File: src/rtl/led_sequencer_pkg.sv
// led_sequencer_pkg: shared mode, cfg_sel and FSM state encodings for the LED sequencer
package led_sequencer_pkg;
  typedef enum logic [1:0] {
    MODE_STATIC = 2'd0,
    MODE_BLINK  = 2'd1,
    MODE_ROTL   = 2'd2,
    MODE_ROTR   = 2'd3
  } mode_e;
  typedef enum logic [1:0] {
    SEL_PATTERN = 2'd0,
    SEL_MODE    = 2'd1,
    SEL_PS_LO   = 2'd2,
    SEL_PS_HI   = 2'd3
  } cfg_sel_e;
  typedef enum logic [1:0] {
    ST_IDLE = 2'd0,
    ST_RUN  = 2'd1,
    ST_EMIT = 2'd2
  } state_e;
endpackage

File: src/rtl/led_prescaler.sv
// led_prescaler: step prescale counter with terminal-count compare
//   clk, rst_n  : clock, async active-low reset
//   clr         : clear the counter (wins over counting)
//   en          : count enable (sequencer in RUN)
//   prescale    : terminal value, compared live so changes apply on the next compare
//   tc          : terminal count, only while enabled
module led_prescaler #(
  parameter int W = 16
) (
  input  logic         clk,
  input  logic         rst_n,
  input  logic         clr,
  input  logic         en,
  input  logic [W-1:0] prescale,
  output logic         tc
);
  logic [W-1:0] cnt;
  // a counter already above a newly lowered prescale simply wraps through zero
  assign tc = en && (cnt == prescale);
  always_ff @(posedge clk or negedge rst_n)
    if (!rst_n) cnt <= '0;
    else cnt <= (clr || tc) ? '0 : en ? cnt + W'(1) : cnt;
endmodule

File: src/rtl/led_sequencer.sv
// led_sequencer: steps an 8-bit LED pattern and writes it to the LED register
//   clk, rst_n           : clock, async active-low reset
//   cfg_data/write/sel   : config write (0 pattern, 1 mode, 2 prescale lo, 3 prescale hi)
//   led_data/write/addr  : LED register write port, strobed for one cycle per EMIT
//   busy                 : high in RUN or EMIT
//   LED_SEQ_BOUNCE_EN    : when defined, mode 3 bounces between bit 0 and bit 7
//                          instead of rotating right
module led_sequencer
  import led_sequencer_pkg::*;
#(
  parameter int PRESCALE_W = 16
) (
  input  logic       clk,
  input  logic       rst_n,
  input  logic [7:0] cfg_data,
  input  logic       cfg_write,
  input  logic [1:0] cfg_sel,
  output logic [7:0] led_data,
  output logic       led_write,
  output logic       led_addr,
  output logic       busy
);
  state_e state, state_nx;
  mode_e mode;
  cfg_sel_e sel;
  logic [7:0] base, cur, cur_step;
  logic [PRESCALE_W-1:0] prescale;
  logic [15:0] ps16, ps_new;
  logic load, run, emit, tc;
`ifdef LED_SEQ_BOUNCE_EN
  logic dir, dir_nx;
`endif
  assign sel = cfg_sel_e'(cfg_sel);
  assign load = cfg_write && (sel == SEL_PATTERN || sel == SEL_MODE);
  assign run = state == ST_RUN;
  assign emit = state == ST_EMIT;
  // prescale bytes are merged in a 16-bit view, bits beyond PRESCALE_W drop out on the cast
  assign ps16 = 16'(prescale);
  assign ps_new = (sel == SEL_PS_HI) ? {cfg_data, ps16[7:0]} : {ps16[15:8], cfg_data};
  led_prescaler #(.W(PRESCALE_W)) u_prescaler (
    .clk      (clk),
    .rst_n    (rst_n),
    .clr      (load),
    .en       (run),
    .prescale (prescale),
    .tc       (tc)
  );
  // a pattern/mode write overrides any pending step or EMIT
  always_comb
    state_nx = load ? ST_EMIT
             : emit ? (mode == MODE_STATIC ? ST_IDLE : ST_RUN)
             : (run && tc) ? ST_EMIT : state;
  always_comb begin
`ifdef LED_SEQ_BOUNCE_EN
    // dir=1 means moving left; turn around once the edge bit is reached
    dir_nx = dir ? !cur[7] : cur[0];
`endif
    cur_step = cur;
    case (mode)
      MODE_BLINK: cur_step = (cur == base) ? 8'h00 : base;
      MODE_ROTL:  cur_step = {cur[6:0], cur[7]};
`ifdef LED_SEQ_BOUNCE_EN
      MODE_ROTR:  cur_step = dir_nx ? {cur[6:0], 1'b0} : {1'b0, cur[7:1]};
`else
      MODE_ROTR:  cur_step = {cur[0], cur[7:1]};
`endif
      default:    cur_step = cur;
    endcase
  end
  always_ff @(posedge clk or negedge rst_n)
    if (!rst_n) begin
      state    <= ST_IDLE;
      mode     <= MODE_STATIC;
      base     <= 8'h00;
      cur      <= 8'h00;
      prescale <= '0;
`ifdef LED_SEQ_BOUNCE_EN
      dir      <= 1'b0;
`endif
    end else begin
      state <= state_nx;
      if (cfg_write && sel == SEL_PATTERN) begin
        base <= cfg_data;
        cur  <= cfg_data;
`ifdef LED_SEQ_BOUNCE_EN
        dir  <= 1'b0;
`endif
      end else if (cfg_write && sel == SEL_MODE) begin
        mode <= mode_e'(cfg_data[1:0]);
        cur  <= base;
`ifdef LED_SEQ_BOUNCE_EN
        dir  <= 1'b0;
`endif
      end else if (run && tc) begin
        cur <= cur_step;
`ifdef LED_SEQ_BOUNCE_EN
        dir <= dir_nx;
`endif
      end
      if (cfg_write && (sel == SEL_PS_LO || sel == SEL_PS_HI)) prescale <= PRESCALE_W'(ps_new);
    end
  // outputs decode the state directly so an async reset drops the strobe at once
  assign led_write = emit;
  assign led_addr  = emit;
  assign led_data  = emit ? cur : 8'h00;
  assign busy      = state != ST_IDLE;
endmodule

File: config.mk
export PLATFORM = sky130hd
export DESIGN_NAME = led_sequencer
export DESIGN_NICKNAME = d
export VERILOG_FILES = /design/src/rtl/led_sequencer_pkg.sv /design/src/rtl/led_prescaler.sv /design/src/rtl/led_sequencer.sv
export SDC_FILE = /design/constraint.sdc
export NUM_CORES = 1
export LEC_CHECK = 0
export ABC_CLOCK_PERIOD_IN_PS = 2000
export CORE_UTILIZATION = 30
export CTS_BUF_LIST = sky130_fd_sc_hd__clkbuf_4 sky130_fd_sc_hd__clkbuf_8
export CTS_CLUSTER_DIAMETER = 100
export CTS_CLUSTER_SIZE = 12
export DETAILED_ROUTE_END_ITERATION = 10
export PLACE_DENSITY = 0.53
export SETUP_SLACK_MARGIN = 0.3
export SYNTH_ARGS = -nofsm -noshare
export SYNTH_HDL_FRONTEND = slang
export SYNTH_SLANG_ARGS = --single-unit
File: constraint.sdc
create_clock -name clk -period 2 [get_ports clk]
set_input_delay 0.5 -clock clk [delete_from_list [all_inputs] [get_ports clk]]
set_output_delay 0.5 -clock clk [all_outputs]
set_load 0.01 [all_outputs]
**Word level (Yosys, flattened, before mapping)**

Cells that the tools add are included.

- Add/subtract/negate cells: 1
- Multipliers: 0
- $lt $le $gt $ge: 0
- Reductions and logical operators: 20
- Equal/unequal tests: 10
- Bitwise gates (word level): 2
- Shifts and indexed selects: 0
- Div/mod/pow operators: 0
- Muxes and demuxes: 12

Operator list:

| operator | count |
|---|---|
| 8-bit two-way mux | 5 |
| 16-bit two-way mux | 2 |
| 8-bit one-hot mux with 3 select lines | 1 |
| 16-bit by 1-bit adder with 16-bit output, second input constant | 1 |
| 16-bit equality test | 1 |
| 2-bit equality test, second input constant | 5 |
| 8-bit equality test | 1 |
| 2-bit AND reduction | 4 |
| 2-bit by 1-bit equality test with 1-bit output, second input constant | 3 |
| 1-bit logical AND | 6 |
| 2-bit two-way mux | 3 |
| 3-bit nonzero test | 2 |
| 5-bit nonzero test | 1 |
| 2-bit logical NOT | 2 |
| 2-bit nonzero test | 2 |
| 1-bit logical OR | 3 |
| 1-bit inverter | 2 |
| 1-bit two-way mux | 1 |

- Word-level logic and storage cells: 52
- RAM bits: 0
- Bits in registers: 52
- Bits in read-only memories: 0
- Latch bits: 0
- Memories kept: 0
- Output and inout port bits: 11

**Longest topological paths before layout**

Gate-level depths: netlist of the first run.

- Word-level depth: 6
- Mapped depth: 7
- Mapped depth without buffers: 6

**Modules after synthesis**

From an unflattened synthesis of the first run, not the netlist that was laid out.

- Cell total of the unflattened synthesis: 264
- Area, all modules: 2,820.2 sq um

Modules (own cells, without submodules):

| module | times used | cells each | seq. area each (sq um) | area an instance (sq um) |
|---|---|---|---|---|
| led_sequencer | 1 | 162 | 900.9 | 1,834.3 |
| led_prescaler | 1 | 102 | 400.4 | 985.9 |

**Worst setup path before layout of the first run**

Ideal clock, no wire load.

- Path kind: reg2reg
- Start point: reg u_prescaler.cnt[0]
- End point: reg cur[0]
- Stages on the path, launching flop included: 6
- Slack: 0.093 ns
- Period minus slack after synthesis: 1.907 ns
- Data required time: 1.875 ns
- Arrival: 1.782 ns
- Buffers on the path: 0
- Path through: dfrtp_1 -> xor2_1 -> nor4_1 -> nand3_1 -> o31ai_4 -> mux2_2

- Longest elaborated chain between the ends: 5

RTL lines:

| what | line | source |
|---|---|---|
| start, declared | led_prescaler.sv:17 | `logic [W-1:0] cnt;` |
| start signal, assigned | led_prescaler.sv:22 | `else cnt <= (clr \|\| tc) ? '0 : en ? cnt + W'(1) : cnt;` |
| 16-bit equality test | led_prescaler.sv:19 | `assign tc = en && (cnt == prescale);` |
| 1-bit logical AND | led_prescaler.sv:19 |  |
| 1-bit logical AND | led_sequencer.sv:94 | `end else if (run && tc) begin` |
| 3-bit nonzero test (no line) | - |  |
| 2-bit AND reduction (no line) | - |  |
| end signal, assigned | led_sequencer.sv:84 | `cur <= cfg_data;` |
| end signal, assigned | led_sequencer.sv:90 | `cur <= base;` |
| end signal, assigned | led_sequencer.sv:95 | `cur <= cur_step;` |
| end, declared | led_sequencer.sv:26 | `logic [7:0] base, cur, cur_step;` |

No other way between the ends.
A chain may end at the register's enable or synchronous reset.

**Worst setup path in the final report of the first run**

- Start point: reg prescale[11]
- End point: reg cur[5]

- Longest elaborated chain between the ends: 5

RTL lines:

| what | line | source |
|---|---|---|
| start, declared | led_sequencer.sv:27 | `logic [PRESCALE_W-1:0] prescale;` |
| start signal, assigned | led_sequencer.sv:100 | `if (cfg_write && (sel == SEL_PS_LO \|\| sel == SEL_PS_HI)) prescale <= PRESCALE_W'(ps_new);` |
| 16-bit equality test | led_prescaler.sv:19 |  |
| 1-bit logical AND | led_prescaler.sv:19 |  |
| 1-bit logical AND | led_sequencer.sv:94 |  |
| 3-bit nonzero test (no line) | - |  |
| 2-bit AND reduction (no line) | - |  |

No other way between the ends.

==> results of run 1 <==
-- through the flow --
stage / total power, mW / instance area [µm²] / TNS [ns] / instances
floorplan: 2.14 / 2800 / 0 / 251
global placement: 2.57 / 3500 / -1.13 / 415
detailed placement: 2.59 / 3500 / -1.31 / 415
CTS: 3.46 / 3810 / -0.111 / 435
global route: 3.73 / 3900 / -0.0761 / 438
finish: 3.53 / 3900 / 0 / 438
-- worst paths after layout --
| path | startpoint | end | slack [ns] |
|---|---|---|---|
| worst max-delay path | prescale[11] | cur[5] | 0.04 |
| worst min-delay path | rst_n | u_prescaler.cnt[6] | 0.18 |
| worst max register to register | prescale[11] | cur[5] | 0.04 |
| worst min register to register | prescale[3] | prescale[3] | 0.54 |
| max in group asynchronous | rst_n | prescale[6] | 1.60 |
| min in group clk | prescale[3] | prescale[3] | 0.54 |
-- where the power goes --
group | leakage [nW] | internal (mW) | switching [mW] | total (mW)
sequential | 0.653 | 1.25 | 0.250 | 1.50
combinational | 1.04 | 0.846 | 0.519 | 1.37
clock | 0.0523 | 0.311 | 0.352 | 0.662
total | 1.74 | 2.41 | 1.12 | 3.53
-- layer usage --
| layer | up-vias | wire length [µm] | GRT usage (%) |
|---|---|---|---|
| met5 | - | 0 | 0 |
| met4 | 0 | 75 | 4.13 |
| met3 | 6 | 110 | 2.20 |
| met2 | 23 | 3300 | 24.8 |
| met1 | 1086 | 3550 | 21.5 |
| li1 | 1040 | - | - |
-- repair_timing --
action | CTS | global route
cloned | 3 | 0
endpoints found under the setup margin | 42 | 36
gates resized for setup | 85 | 15
pin swaps | 6 | 5
setup buffers | 9 | 3
endpoints found under the hold margin | 0 | 0
-- cell usage after synthesis (all sizes together) (2+ instances only) --
cell	count	share of area, %
and2	8	1.8
dfrtp	52	46
or2	2	0.45
nand3b	8	2.1
clkbuf	6	0.85
nand2	7	0.94
nor4	4	0.89
nor3	2	0.36
buf	4	0.76
a32o	8	2.9
a21oi	8	1.4
nand4	5	1.1
xor2	26	8.1
xnor2	13	4.1
mux2	42	17
nand2b	2	0.45
or3	2	0.45
inv	2	0.27
and3	2	0.45
o21ai	9	1.7
nor2	23	3.1
nand3	8	1.4
-- worst register-to-register path, stage by stage (launching register included) --
cell and delay, ns:
dfrtp_1 0.40, xor2_1 0.20, nor4_2 0.39, nand3_4 0.13, o31ai_4 0.24, buf_12 0.19
mux2_4 0.31
-- final cells by class --
class	count	area [µm²]
tap	108	135
fill	832	4990
multi-input combinational	187	1570
clock buffer	8	97.6
timing repair buffer	81	793
sequential	52	1300
inverter	2	7.51
-- state kept, by name (all words and copies together), names as in the netlist --
register	flops
prescale	16
u_prescaler.cnt	16
base	8
cur	8
mode	2
state	2
-- cell families (layout without fill, tap and decap cells) --
group                      count (synthesis)  after routing
and+or+nand+nor                           76             76
muxes                                     43             43
DFF                                       52             52
buffers and inverters                     12             91
adders and majority gates                  1              1
AOI/OAI and AO/OA                         28             28
xor gates and xnor gates                  39             39
-- placed cells by master, fill, tap and decap left out, drive strengths merged, types with 9 or more instances in the layout --
cell type	Yosys	routed
buf	4	70
dfrtp	52	52
mux2	42	42
xor2	26	26
nor2	23	23
xnor2	13	13
clkdlybuf4s50	0	9
o21ai	9	9
==> impl_metrics.json, run 1 <==
{
  "status": "complete, no violations",
  "critPathArrivalTime_ns": 2.16,
  "grt_pass1_vias": 2219,
  "post-route-period-util_pct": 98.1,
  "synthXorXnorAreaFrac_pct": 12.2,
  "syn_area_mm2": 0.00280,
  "antenna_found_initial": 0,
  "grt_pass1_wl_mm": 11.6,
  "dieArea_mm2": 0.00973,
  "cp.required_ns": 2.20,
  "synth_cells": 251,
  "num_io_pins": 24,
  "grt_usage_pct": 15.3,
  "power.leakage_nw": 1.74,
  "portBuffers": 23,
  "clock-sinks": 52,
  "skew_ns": 0.0101,
  "drt_iter0_drc": 98,
  "rsz0062_at_grt": "true",
  "place_ws_ns": -0.141,
  "dp_hpwl_mm": 4.63,
  "worst_pin_slew_ns": 0.440,
  "endpoint_kind": "register",
  "synth_async_sr_flop_share_pct": 100,
  "final_util_pct": 43.9,
  "critPathLaunchType": "register",
  "hold_violations": 0,
  "row_count": 34,
  "first_pass_iters": 4,
  "min_period_ns": 1.96,
  "path_max_fanout": 8,
  "ant_nets": 0,
  "fmax_ghz": 0.510,
  "reg2reg_depth": 6,
  "cpPeakStageDelay_ns": 0.40,
  "drive_gt1_share_pct": 42.7,
  "cts_tree": "built",
  "die_h_um": 98.6,
  "synthAdderAreaFrac_pct": 0.447,
  "gr-total-overflow": 0,
  "synth_seq_area_share_pct": 46.4,
  "worst-setup-path-type": "reg2reg",
  "max-vdd-ir-drop_uv": 282,
  "h-tree-depth": 2,
  "synth_fp_nets": 265,
  "slew_headroom_pct": 70.6,
  "clkTransAtPathRegs_ns": 0.09,
  "root_buffer": "clkbuf_8",
  "worst-path-stages": 6,
  "synthToLayoutAreaGrowth_pct": 39.3,
  "crit_family": "simple AND/OR/NAND/NOR gates",
  "ys.flop_type": "dfrtp_1",
  "hold_path_class": "in2async",
  "wl_per_cell_um": 16.1,
  "syn_avg_cell_area_um2": 11.2,
  "synth.ff_latch_count": 52,
  "crit_path_top_delay_cell": "dfrtp_1",
  "cts.path.max_buffers": 2,
  "core_mm2": 0.00889,
  "path_buf_inv": 1,
  "whs_ns": 0.175,
  "fin_ws_ns": 0.0386,
  "power_density_mw_per_mm2": 905,
  "yosys.area_share.simple_pct": 14.5,
  "viasPerCell": 4.92,
  "synth_mux_area_share_pct": 17.2,
  "synth_compound_area_share_pct": 7.28,
  "cts_hold_buf": 0,
  "antenna_cells": 0,
  "start_util_pct": 31.5,
  "maxCapViolations": 0,
  "synth_top_family_by_area": "multiplexers",
  "die_w_um": 98.6,
  "synth_cell_types": 34,
  "via_count": 2155,
  "place_congestion": 0.807,
  "finalSetupViolCount": 0,
  "final_max_slew_viol_count": 0,
  "worst_skew_pair.late_latency_ns": 0.31,
  "yosysWarningCount": 0,
  "numCtsBuffers": 5,
  "drc_errors": 0,
  "routed_wl_mm": 7.04,
  "nets": 343,
  "grt_max_degree": 53,
  "synth-edff-count": 0,
  "cp_cell_sequence": "xor2_1, nor4_2, nand3_4, o31ai_4, buf_12, mux2_4"
}
Power figures use the tool's default switching activity.
==> run 2: changes to the inputs <==
--- a/config.mk
+++ b/config.mk
@@ -5,13 +5,13 @@
 export SDC_FILE = /design/constraint.sdc
 export NUM_CORES = 1
 export LEC_CHECK = 0
-export ABC_CLOCK_PERIOD_IN_PS = 2000
-export CORE_UTILIZATION = 30
+export ABC_CLOCK_PERIOD_IN_PS = 2310
+export CORE_UTILIZATION = 55
 export CTS_BUF_LIST = sky130_fd_sc_hd__clkbuf_4 sky130_fd_sc_hd__clkbuf_8
 export CTS_CLUSTER_DIAMETER = 100
 export CTS_CLUSTER_SIZE = 12
 export DETAILED_ROUTE_END_ITERATION = 10
-export PLACE_DENSITY = 0.53
+export PLACE_DENSITY = 0.8
 export SETUP_SLACK_MARGIN = 0.3
 export SYNTH_ARGS = -nofsm -noshare
 export SYNTH_HDL_FRONTEND = slang
==> constraint.sdc (replaced) <==
create_clock -name clk -period 2.31 [get_ports clk]
set_input_delay 0.5775 -clock clk [delete_from_list [all_inputs] [get_ports clk]]
set_output_delay 0.5775 -clock clk [all_outputs]
set_load 0.01 [all_outputs]
==> impl_metrics.json, run 2 (synthesis results as in run 1) <==
{
  "worst-setup-path-type": "reg2out",
  "max-vdd-ir-drop_uv": 484,
  "fin_ws_ns": 0.287,
  "timing.rr.start": "u_prescaler.cnt[1]",
  "dp_hpwl_mm": 3.99,
  "worst_skew_pair.late_latency_ns": 0.32,
  "place_congestion": 0.819,
  "grt_max_degree": 53,
  "synthToLayoutAreaGrowth_pct": 24.7,
  "root_buffer": "clkbuf_8",
  "core_mm2": 0.00482,
  "finalSetupViolCount": 0,
  "slew_headroom_pct": 56.4,
  "skew_ns": 0.0157,
  "dieArea_mm2": 0.00538,
  "layout_commonest_cell": "dfrtp_1",
  "first_pass_iters": 4,
  "rsz0062_at_grt": "true",
  "drc_errors": 0,
  "status": "complete, no violations",
  "endpoint_kind": "output pin",
  "clock-sinks": 52,
  "cp_cell_sequence": "buf_4, or2_2, clkdlybuf4s15_1",
  "switching_share_pct": 32.1,
  "setup_tns_ns": 0,
  "grt_usage_pct": 25.1,
  "fin_cells": 365,
  "start_util_pct": 58.2,
  "fmax_ghz": 0.494,
  "numCtsBuffers": 5,
  "min_period_ns": 2.02,
  "power_frac_comb_pct": 34.3,
  "hold_violations": 0,
  "clkTransAtPathRegs_ns": 0.11,
  "ant_nets": 0,
  "p_seq_share_pct": 44.0,
  "power.leakage_nw": 1.59,
  "clkPwrFrac_pct": 21.7,
  "power_density_mw_per_mm2": 845,
  "switching_power_mw": 0.946,
  "cp.required_ns": 1.73,
  "critPathArrivalTime_ns": 1.45,
  "crit_path_top_delay_cell": "dfrtp_1",
  "hold_path_class": "in2async",
  "die_h_um": 73.4,
  "critPathLaunchType": "register",
  "gr-total-overflow": 0,
  "wl_per_cell_um": 17.2,
  "nets": 311,
  "worst_pin_slew_ns": 0.653,
  "via_count": 2073,
  "final_max_slew_viol_count": 0,
  "drive_gt1_share_pct": 31.2,
  "cts.path.max_buffers": 2,
  "portBuffers": 23,
  "grt_pass1_wl_mm": 9.98,
  "cpPeakStageDelay_ns": 0.43,
  "post-place-cells": 343,
  "cts_hold_buf": 0,
  "viasPerCell": 5.68,
  "startpoint": "state[0]",
  "row_count": 25,
  "internal_power_mw": 2.00,
  "die_w_um": 73.4,
  "path_max_fanout": 5,
  "drt_iter0_drc": 129,
  "h-tree-depth": 2,
  "antenna_found_initial": 0,
  "post-route-period-util_pct": 87.6,
  "n_fill_cell": 340,
  "place_ws_ns": 0.0597,
  "final_cell_mix": "dfrtp_1, mux2_2, xor2_1",
  "grt_pass1_vias": 1999,
  "num_io_pins": 24,
  "routed_wl_mm": 6.28,
  "reg_top3": "prescale: 16 flops, u_prescaler.cnt: 16 flops",
  "cts_tree": "built",
  "antenna_cells": 0,
  "maxCapViolations": 0
}
==> run 2: worst paths after layout <==
check | slack [ns] | depth (start not counted) | endpoint
worst max-delay path | 0.29 | 3 | busy
worst min-delay path | 0.35 | 2 | u_prescaler.cnt[14]
worst max register to register | 0.34 | 6 | cur[4]
worst min register to register | 0.53 | 1 | prescale[9]
max in group asynchronous | 1.48 | 2 | u_prescaler.cnt[2]
min in group clk | 0.53 | 1 | prescale[9]
==> run 2: power groups by stage <==
stage                     Sequential (mW)  Combinational [mW]  Clock (mW)
after floorplan                      1.24               0.607           0
after global placement               1.31               0.833           0
after detailed placement             1.31               0.855           0
after CTS                            1.29               0.895       0.654
after global routing                 1.32                1.10       0.699
final                                1.30                1.01       0.641
==> run 2: worst max-delay path: cells and delay by family, from the launching register on <==
family / cells / cell delay (ns)
flops: 1 / 0.43
simple gates: 1 / 0.29
buf+inv: 2 / 0.41
==> run 2: repair_timing <==
action | in CTS | in global routing
setup buffers | 7 | 7
hold endpoints to repair | 0 | 0
gates cloned | 0 | 0
resized for setup | 11 | 28
pin swaps | 5 | 8
setup endpoints to repair | 19 | 28
==> run 2: final cells by class <==
cell class	instances	area, µm²	area share [%]
clock inverter	3	47.5	1.36
inverter	2	7.51	0.215
multi-input combinational	187	1530	43.9
tap	67	83.8	2.40
timing repair buffer	49	448	12.8
sequential	52	1300	37.3
clock buffer	5	68.8	1.97
==> run 2: through the flow <==
step	hold slack, ns	utilization (%)	power [mW]	instance area, µm²
detailed placement	0.515	66.3	2.17	3190
global placement	0.508	66.3	2.14	3190
global route	0.424	72.5	3.12	3490
finish	0.355	72.5	2.95	3490
CTS	0.386	69.7	2.83	3360
floorplan	0.282	-	1.85	2800
==> run 2: metal layers <==
layer | GRT usage (%) | up-vias | routed length [µm]
met5 | 0 | - | 0
met3 | 4.39 | 9 | 232
met1 | 35.5 | 1039 | 2920
met4 | 8.76 | 0 | 86
li1 | - | 977 | -
met2 | 39.3 | 48 | 3040
